File: src/rtl/clock_period_meter.sv
// rtl/clock_period_meter.sv - slow-clock high/low/period meter in clk_in cycles
//
// Purpose:
//   Measures a slow clock (divided clock or external oscillator) against the
//   system clock clk_in. Reports the length of the last complete high level,
//   the last complete low level and their sum. It also provides a lock flag
//   and a stall timeout pulse.
//
// Ports:
//   clk_in      in   1       system clock, rising edge
//   reset_n     in   1       asynchronous active-low reset
//   enable      in   1       measurement enable; low forces IDLE and clears results
//   clk_meas    in   1       clock under measurement, asynchronous to clk_in
//   high_len    out  SIZE    clk_in cycles of last complete high level
//   low_len     out  SIZE    clk_in cycles of last complete low level
//   period      out  SIZE+1  high_len + low_len, updated with meas_valid
//   meas_valid  out  1       one-cycle pulse: new period available
//   locked      out  1       at least one full period measured since acquire
//   timeout     out  1       one-cycle pulse: no edge for 2^SIZE-1 cycles

module clock_period_meter #(
  parameter int SIZE        = 16,
  parameter int SYNC_STAGES = 2
) (
  input  logic            clk_in,
  input  logic            reset_n,
  input  logic            enable,
  input  logic            clk_meas,
  output logic [SIZE-1:0] high_len,
  output logic [SIZE-1:0] low_len,
  output logic [SIZE:0]   period,
  output logic            meas_valid,
  output logic            locked,
  output logic            timeout
);

  localparam logic [SIZE-1:0] CNT_ONE = {{(SIZE-1){1'b0}}, 1'b1};
  localparam logic [SIZE-1:0] CNT_MAX = {SIZE{1'b1}};
  // Count value one cycle before saturation; used to fire timeout exactly once.
  localparam logic [SIZE-1:0] CNT_PRE = CNT_MAX - CNT_ONE;

  typedef enum logic [1:0] {
    IDLE    = 2'd0,
    ACQUIRE = 2'd1,
    MEASURE = 2'd2
  } state_t;

  state_t                 state;
  logic [SYNC_STAGES-1:0] sync_q;
  logic                   prev_q;
  logic [SIZE-1:0]        cnt_q;
  logic                   have_high;

  logic                   sync_last;
  logic                   edge_det;
  logic                   rise;
  logic                   fall;
  logic                   cnt_sat;
  logic [SIZE-1:0]        cnt_inc;
  logic [SIZE:0]          period_sum;

  // The synchronizer and the previous-level flop run regardless of enable.
  // This prevents a stale level from showing up as a false edge on re-enable.
  always_ff @(posedge clk_in or negedge reset_n) begin
    if (!reset_n) begin
      sync_q <= '0;
      prev_q <= 1'b0;
    end else begin
      sync_q <= {sync_q[SYNC_STAGES-2:0], clk_meas};
      prev_q <= sync_q[SYNC_STAGES-1];
    end
  end

  assign sync_last = sync_q[SYNC_STAGES-1];
  assign edge_det  = sync_last ^ prev_q;
  assign rise      = edge_det & sync_last;
  assign fall      = edge_det & ~sync_last;

  // cnt holds (level length - 1) on the edge cycle.
  // The latched length is therefore cnt+1, saturating at all-ones.
  assign cnt_sat    = (cnt_q == CNT_MAX);
  assign cnt_inc    = cnt_sat ? CNT_MAX : (cnt_q + CNT_ONE);
  assign period_sum = {1'b0, high_len} + {1'b0, cnt_inc};

  always_ff @(posedge clk_in or negedge reset_n) begin
    if (!reset_n) begin
      state      <= IDLE;
      cnt_q      <= '0;
      have_high  <= 1'b0;
      high_len   <= '0;
      low_len    <= '0;
      period     <= '0;
      meas_valid <= 1'b0;
      locked     <= 1'b0;
      timeout    <= 1'b0;
    end else begin
      meas_valid <= 1'b0;
      timeout    <= 1'b0;
      if (!enable) begin
        state     <= IDLE;
        cnt_q     <= '0;
        have_high <= 1'b0;
        locked    <= 1'b0;
        high_len  <= '0;
        low_len   <= '0;
        period    <= '0;
      end else begin
        case (state)
          IDLE: begin
            state <= ACQUIRE;
            cnt_q <= '0;
          end
          ACQUIRE, MEASURE: begin
            if (edge_det) begin
              // An edge always wins over saturation: a saturated length is
              // latched and no timeout is raised in this cycle.
              cnt_q <= '0;
              if (state == ACQUIRE) begin
                // The level that just ended started before we were looking.
                state <= MEASURE;
              end else if (fall) begin
                high_len  <= cnt_inc;
                have_high <= 1'b1;
              end else if (rise) begin
                low_len <= cnt_inc;
                if (have_high) begin
                  period     <= period_sum;
                  meas_valid <= 1'b1;
                  locked     <= 1'b1;
                end
              end
            end else begin
              cnt_q <= cnt_inc;
              // Fire only on the step into saturation.
              // A held, saturated count stays silent until the next edge.
              if (cnt_q == CNT_PRE) begin
                timeout   <= 1'b1;
                locked    <= 1'b0;
                have_high <= 1'b0;
                state     <= ACQUIRE;
              end
            end
          end
          default: begin
            state <= IDLE;
          end
        endcase
      end
    end
  end

endmodule

File: config.mk
export PLATFORM = sky130hd
export DESIGN_NAME = clock_period_meter
export DESIGN_NICKNAME = d
export VERILOG_FILES = /design/src/rtl/clock_period_meter.sv
export SDC_FILE = /design/constraint.sdc
export NUM_CORES = 1
export LEC_CHECK = 0
export BUFFER_PORTS_ARGS = -buffer_cell sky130_fd_sc_hd__buf_2
export CAP_MARGIN = 20
export CORE_MARGIN = 5
export CORE_UTILIZATION = 40
export CTS_CLUSTER_DIAMETER = 50
export DETAILED_ROUTE_END_ITERATION = 12
export PLACE_DENSITY = 0.67
export SYNTH_ARGS = -nofsm -noshare
export SYNTH_HDL_FRONTEND = slang
export SYNTH_SLANG_ARGS = --single-unit
export TNS_END_PERCENT = 10
File: constraint.sdc
create_clock -name clk_in -period 3.67 [get_ports clk_in]
set_input_delay 0.734 -clock clk_in [delete_from_list [all_inputs] [get_ports clk_in]]
set_output_delay 0.734 -clock clk_in [all_outputs]
set_load 0.02 [all_outputs]
# After elaboration in Yosys (flattened, before gate mapping)
# Index checks and enable logic that the tools add are counted.
# W data, S select, Z words.
[op_classes]
n_addsub = 2
n_eq_ne = 20
muxes = 51
n_bitwise = 4
reduce_logical = 8
[op_table]
columns = ["operator", "n"]
rows = [
  ["$mux W16", 14],
  ["$mux W17", 7],
  ["$eq A16 B16 Y1 const B", 2],
  ["$pmux W16 S2", 1],
  ["$mux W1", 24],
  ["$add A16 B16 Y17", 1],
  ["$add A16 B1 Y16 const B", 1],
  ["$reduce_and A6 Y1", 2],
  ["$ne A2 B1 Y1 const B", 5],
  ["$ne A3 B3 Y1 const B", 3],
  ["$mux W2", 4],
  ["$ne A4 B4 Y1 const B", 2],
  ["$reduce_and A4 Y1", 2],
  ["$ne A3 B1 Y1 const B", 2],
  ["$ne A3 B2 Y1 const B", 2],
  ["$reduce_and A5 Y1", 1],
  ["$ne A2 B2 Y1 const B", 2],
  ["$pmux W2 S2", 1],
  ["$and A1 B1 Y1", 2],
  ["$eq A2 B1 Y1 const B", 1],
  ["$eq A2 B2 Y1 const B", 1],
  ["$logic_not A2 Y1", 1],
  ["$reduce_and A2 Y1", 1],
  ["$reduce_or A2 Y1", 1],
  ["2 further kinds", 2],
]
[word_totals]
ff_bits = 74
inputBits = 4
output_inout_bits = 52
wordCells = 96

# Depth between registers and ports, before layout
[depth]
ltp_word = 10
ltp_mapped = 14
depth_no_buf = 12

# Least setup slack after synthesis
# Ideal clock, no wire load.
[synth_path]
path_kind = "register to register"
from = "register cnt_q[0]"
to = "register period[12]"
setup_ps = 126
arrival_time_ps = 3160
required_ps = 3544
path_slack_ps = 384
path_stages_with_launch = 14
path_buffers = 2
period_less_slack_ps = 3286
path_cell_list = "dfrtp_1 > ha_1 > and4_1 > buf_2 > nand3_2 > nor2_1 > buf_2 > or2_2 > ha_1 > a21o_1 > or4_4 > o21ai_2 > mux2i_1 > a311o_1"
[synth_between]
elab_chain_len = 10
word_cells_on_any_way = 11
classes_between = "add/sub (2); eq/ne (1); mux (8)"
[synth_lines]
columns = ["item", "line_no", "rtl"]
rows = [
  ["start, declared", "51", "logic [SIZE-1:0] cnt_q;"],
  ["start signal, assigned", "133", "cnt_q <= cnt_inc;"],
  ["$add A16 B1 Y16 / $eq A16 B16 Y1 (equally long branches)", "82, 81", ""],
  ["$mux W16 *", "82", "assign cnt_inc = cnt_sat ? CNT_MAX : (cnt_q + CNT_ONE);"],
  ["$add A16 B16 Y17 *", "83", "assign period_sum = {1'b0, high_len} + {1'b0, cnt_inc};"],
  ["$mux W17 *", "126", "if (have_high) begin"],
  ["$mux W17 *", "124", "end else if (rise) begin"],
  ["$mux W17 *", "121", "end else if (fall) begin"],
  ["$mux W17 *", "118", "if (state == ACQUIRE) begin"],
  ["$mux W17 *", "114", "if (edge_det) begin"],
  ["$mux W17 *", "108", "case (state)"],
  ["$mux W17 *", "99", "if (!enable) begin"],
  ["end signal, assigned", "127", "period <= period_sum;"],
  ["end, declared", "31", "output logic [SIZE:0] period,"],
]
# Every way passes the cells marked *; elsewhere a longest branch is shown, timed or not. The select of a mux whose other input is x is not followed.
# A chain may end at the register's enable or synchronous reset.

# Worst setup path after layout
[layout_path]
from = "register cnt_q[0]"
to = "register period[8]"
# The elaborated chain is that of the path after synthesis.

==> summary.md <==
| Metric | Value |
|---|---|
| Area inside the core boundary | 10900 um^2 |
| Leakage power | 0.00258 uW |
| Number of antenna violations at the first check in global routing | 0 |
| Clock latency of the later-clocked register in the worst-skew pair | 360 ps |
| Min cycle time layout | 3440 ps |
| Netlist Area Pre-Place | 4480 um^2 |
| TritonCTS clock tree | done |
| Cell area after placement | 4930 um^2 |
| Count of different cell masters after synthesis | 68 |
| Number of flops mapped to enable cells by yosys | 0 |
| Setup Viol. Count Final | 0 |
| Switching portion of total power | 30.5% |
| Detail-routed net length per standard cell | 17.8 um |
| Net Count, Synth | 519 |
| Comb pwr share | 16.9% |
| Number of buffers on the longest clock path | 2 |
| Overall die width | 116 um |
| Number of detailed-routing iterations run before antenna repair | 5 |
| Number of antenna repair diodes | 0 |
| Post-CTS resize count | 0 |
| Total track usage | 19.1% |
| Required time of the worst setup path | 3980 ps |
| Detailed Route Iter0 Violations | 323 |
| Maximum ir drop on the vdd rail | 180 uV |
| Area of all placed cells without fillers | 5140 um^2 |
| Final worst-path setup slack | 225 ps |
| Half-perimeter wire length after detailed placement | 8.79 mm |
| Proportion of register bits with asynchronous set or reset after synthesis | 100% |
| Class of the most critical setup path | reg -> reg |
| Largest fanout on the critical path | 7 |
| Category of cells accounting for the largest share of critical-path delay | compound AO/OA/AOI/OAI gates |
| Sequential share of power | 46.9% |
| Worst slew margin relative to its limit | 36.8% |
| Total Negative Setup Slacks | 0 ps |
| Aggregate global routing overflow | 0 |
| Crit path capture type | flip-flop |
| Number of core rows | 38 |
| Commonest cells in the synthesized netlist | sky130_fd_sc_hd__dfrtp_1, sky130_fd_sc_hd__nand2_1, sky130_fd_sc_hd__a21oi_1 |
| Power per standard cell area | 357 nW/um^2 |
| Effective utilization at floorplan | 41.1% |
| Tightest Pin Transition | 948 ps |
| Final number of hold-violating endpoints | 0 |
| Cell with the most instances after synthesis | sky130_fd_sc_hd__dfrtp_1 |
| Delay of the slowest critical-path stage | 470 ps |
| Total number of H-tree levels | 3 |
| Max_cap viols | 0 |
| Buffer cell driving the clock tree root | sky130_fd_sc_hd__clkbuf_8 |
| Critical path's slowest cell | sky130_fd_sc_hd__dfrtp_1 |
| CTS Buf Count | 9 |
| Via count of the first global-routing pass | 3855 |
| Post-synthesis sequential element count | 74 |
| Die Area | 13400 um^2 |
| Share of the core filled with cells in the final layout | 47.2% |
| Placer's final routability congestion estimate | 0.965 |
| Area growth from synthesis to layout | 14.8% |
| Number of DRC violations after detailed routing | 0 |
| Total wirelength of the detailed-routed design | 12.3 mm |
| Share of the cycle needed by the critical path after routing | 93.9% |
| Status | finished clean |
| Count of nets left with antenna violations after detail routing | 0 |
| Largest cells by area after synthesis | sky130_fd_sc_hd__dfrtp_1, sky130_fd_sc_hd__ha_1, sky130_fd_sc_hd__nand2_1 |
| Syn Inst Count | 487 |
| Input/output buffers | 55 |
| Startpoint types | flip-flop |
| Largest net degree at the start of global routing | 75 |
| NetSw | 560 uW |
| Number of I/O pins | 56 |
| Number of warnings issued by yosys | 0 |
| Drt via density | 5.74 |
| Share of layout cells above drive strength 1 | 21.9% |
| Post-synth top area cell | sky130_fd_sc_hd__dfrtp_1 |
| Clock network fraction of design power | 36.1% |
| Post-CTS Setup Repair Bufs | 0 |
| Wire length of the first global-routing pass | 20.2 mm |
| Final #Nets | 574 |
| Crit path buf inv count | 1 |
| Num Clock Sinks | 74 |
| Fillers | 1047 |
| Number of vias in the routed layout | 3944 |
| Height of the die | 116 um |
| Pint | 1280 uW |
| Worst path cell trace | ha_2, and4_1, nand3_2, nor2_2, buf_4, or2_2, ha_1, nand3_1, a21oi_2, o21ai_0, a2111oi_0, a311o_1 |
| Pre-CTS setup slack | 318 ps |
| Maximum clock frequency | 290 MHz |
| Sequential fraction of the synthesis area | 41.3% |
| Power consumption | 1840 uW |
| Fin Clk Skew | 10.3 ps |
| Unrepaired setup endpoints after global routing | no |
| Count of pins over their slew limit | 0 |
| CTS clk-pin slew, worst paths | 90 ps |
| Number of buffers added to fix hold violations after cts | 0 |
| Synth top area share | 41.3% |
| Mean post-synth cell area | 9.20 um^2 |
| Hold WC Path Type | reg -> reg |
| Top flip-flop cell by instance count after synthesis | sky130_fd_sc_hd__dfrtp_1 |
| CP arrival | 3750 ps |
## path summary, 6_finish.rpt
kind | start | to | slack [ps] | depth (start not counted)
worst max-delay path | cnt_q[0]$_DFFE_PN0P_ | period[8]$_DFFE_PN0P_ | 230 | 12
worst min-delay path | sync_q[0]$_DFF_PN0_ | sync_q[1]$_DFF_PN0_ | 360 | 0
worst max register to register | cnt_q[0]$_DFFE_PN0P_ | period[8]$_DFFE_PN0P_ | 230 | 12
worst min register to register | sync_q[0]$_DFF_PN0_ | sync_q[1]$_DFF_PN0_ | 360 | 0
max in group asynchronous | reset_n | low_len[5]$_DFFE_PN0P_ | 2540 | 1
min in group asynchronous | reset_n | cnt_q[15]$_DFFE_PN0P_ | 490 | 1
## worst reg2reg max path, cell delays in order, from the launching register on
cell and delay, ps:
sky130_fd_sc_hd__dfrtp_1 470, sky130_fd_sc_hd__ha_2 280, sky130_fd_sc_hd__and4_1 280, sky130_fd_sc_hd__nand3_2 180, sky130_fd_sc_hd__nor2_2 70, sky130_fd_sc_hd__buf_4 170
sky130_fd_sc_hd__or2_2 290, sky130_fd_sc_hd__ha_1 350, sky130_fd_sc_hd__nand3_1 180, sky130_fd_sc_hd__a21oi_2 320, sky130_fd_sc_hd__o21ai_0 180, sky130_fd_sc_hd__a2111oi_0 460
sky130_fd_sc_hd__a311o_1 170
## state kept, by name, indices dropped and copies added (netlist names), 2 cells and up
name,cells
cnt_q,16
high_len,16
low_len,16
period,17
state,2
sync_q,2
## metal layers
metal  share of wire (%)  vias up  GRT usage (%)  wire length (um)
li1                    -     1898              -                 -
met1                  44     1902           25.1              5360
met2                  49      126           31.3              6010
met3                 4.9       18           3.03               596
met4                 2.3        0           8.35               284
met5                   0        -              0                 0
## cell type report
type	instances	area, um^2	area share (%)
Clock buffer	10	138	2.68
Clock inverter	6	66.3	1.29
Inverter	19	71.3	1.39
Multi-Input combinational cell	369	2460	47.8
Sequential cell	74	1850	36.0
Tap cell	140	175	3.41
Timing Repair Buffer	69	383	7.45
## cell usage in the layout, fill, tap and decap left out, types with 5 or more instances in the layout
master	synthesis	routed
sky130_fd_sc_hd__o31ai_1	9	9
sky130_fd_sc_hd__nand2_1	61	61
sky130_fd_sc_hd__nor2_1	28	27
sky130_fd_sc_hd__a22o_1	5	5
sky130_fd_sc_hd__a21oi_1	29	28
sky130_fd_sc_hd__nand3_1	15	15
sky130_fd_sc_hd__nand4_1	8	8
sky130_fd_sc_hd__ha_1	27	26
sky130_fd_sc_hd__mux2i_1	6	6
sky130_fd_sc_hd__o21ai_0	27	27
sky130_fd_sc_hd__clkbuf_8	0	10
sky130_fd_sc_hd__buf_4	0	15
sky130_fd_sc_hd__mux2_2	12	12
sky130_fd_sc_hd__and2_1	7	7
sky130_fd_sc_hd__inv_1	18	18
sky130_fd_sc_hd__dfrtp_1	74	74
sky130_fd_sc_hd__a31oi_1	7	7
sky130_fd_sc_hd__and3_1	13	13
sky130_fd_sc_hd__buf_2	11	54
sky130_fd_sc_hd__o21a_1	7	7
sky130_fd_sc_hd__o21ai_1	23	23
sky130_fd_sc_hd__nor3_1	5	5
sky130_fd_sc_hd__a21o_1	6	6
## cells by family after synthesis
family / count (synthesis) / share of synthesized area (%)
multiplexers: 18 / 4.36
buffers and inverters: 44 / 3.99
adder cells (fa/ha/maj): 28 / 7.99
XOR/XNOR: 7 / 1.37
AO/OA/AOI/OAI: 151 / 22.2
flip-flops: 74 / 41.3
AND/OR/NAND/NOR: 165 / 18.8
## stage by stage
stage,hold slack [ps],cells
floorplan,331,487
global placement,333,671
detailed placement,348,671
CTS,373,687
global route,381,687
finish,361,687
## power groups by stage
stage	Clock, uW	Combinational [uW]	Sequential [uW]
after floorplan	0	199	884
after global placement	0	299	875
after detailed placement	0	309	877
after CTS	676	311	861
after global routing	708	349	866
final	664	311	862
(Power assumes the default switching activity.)
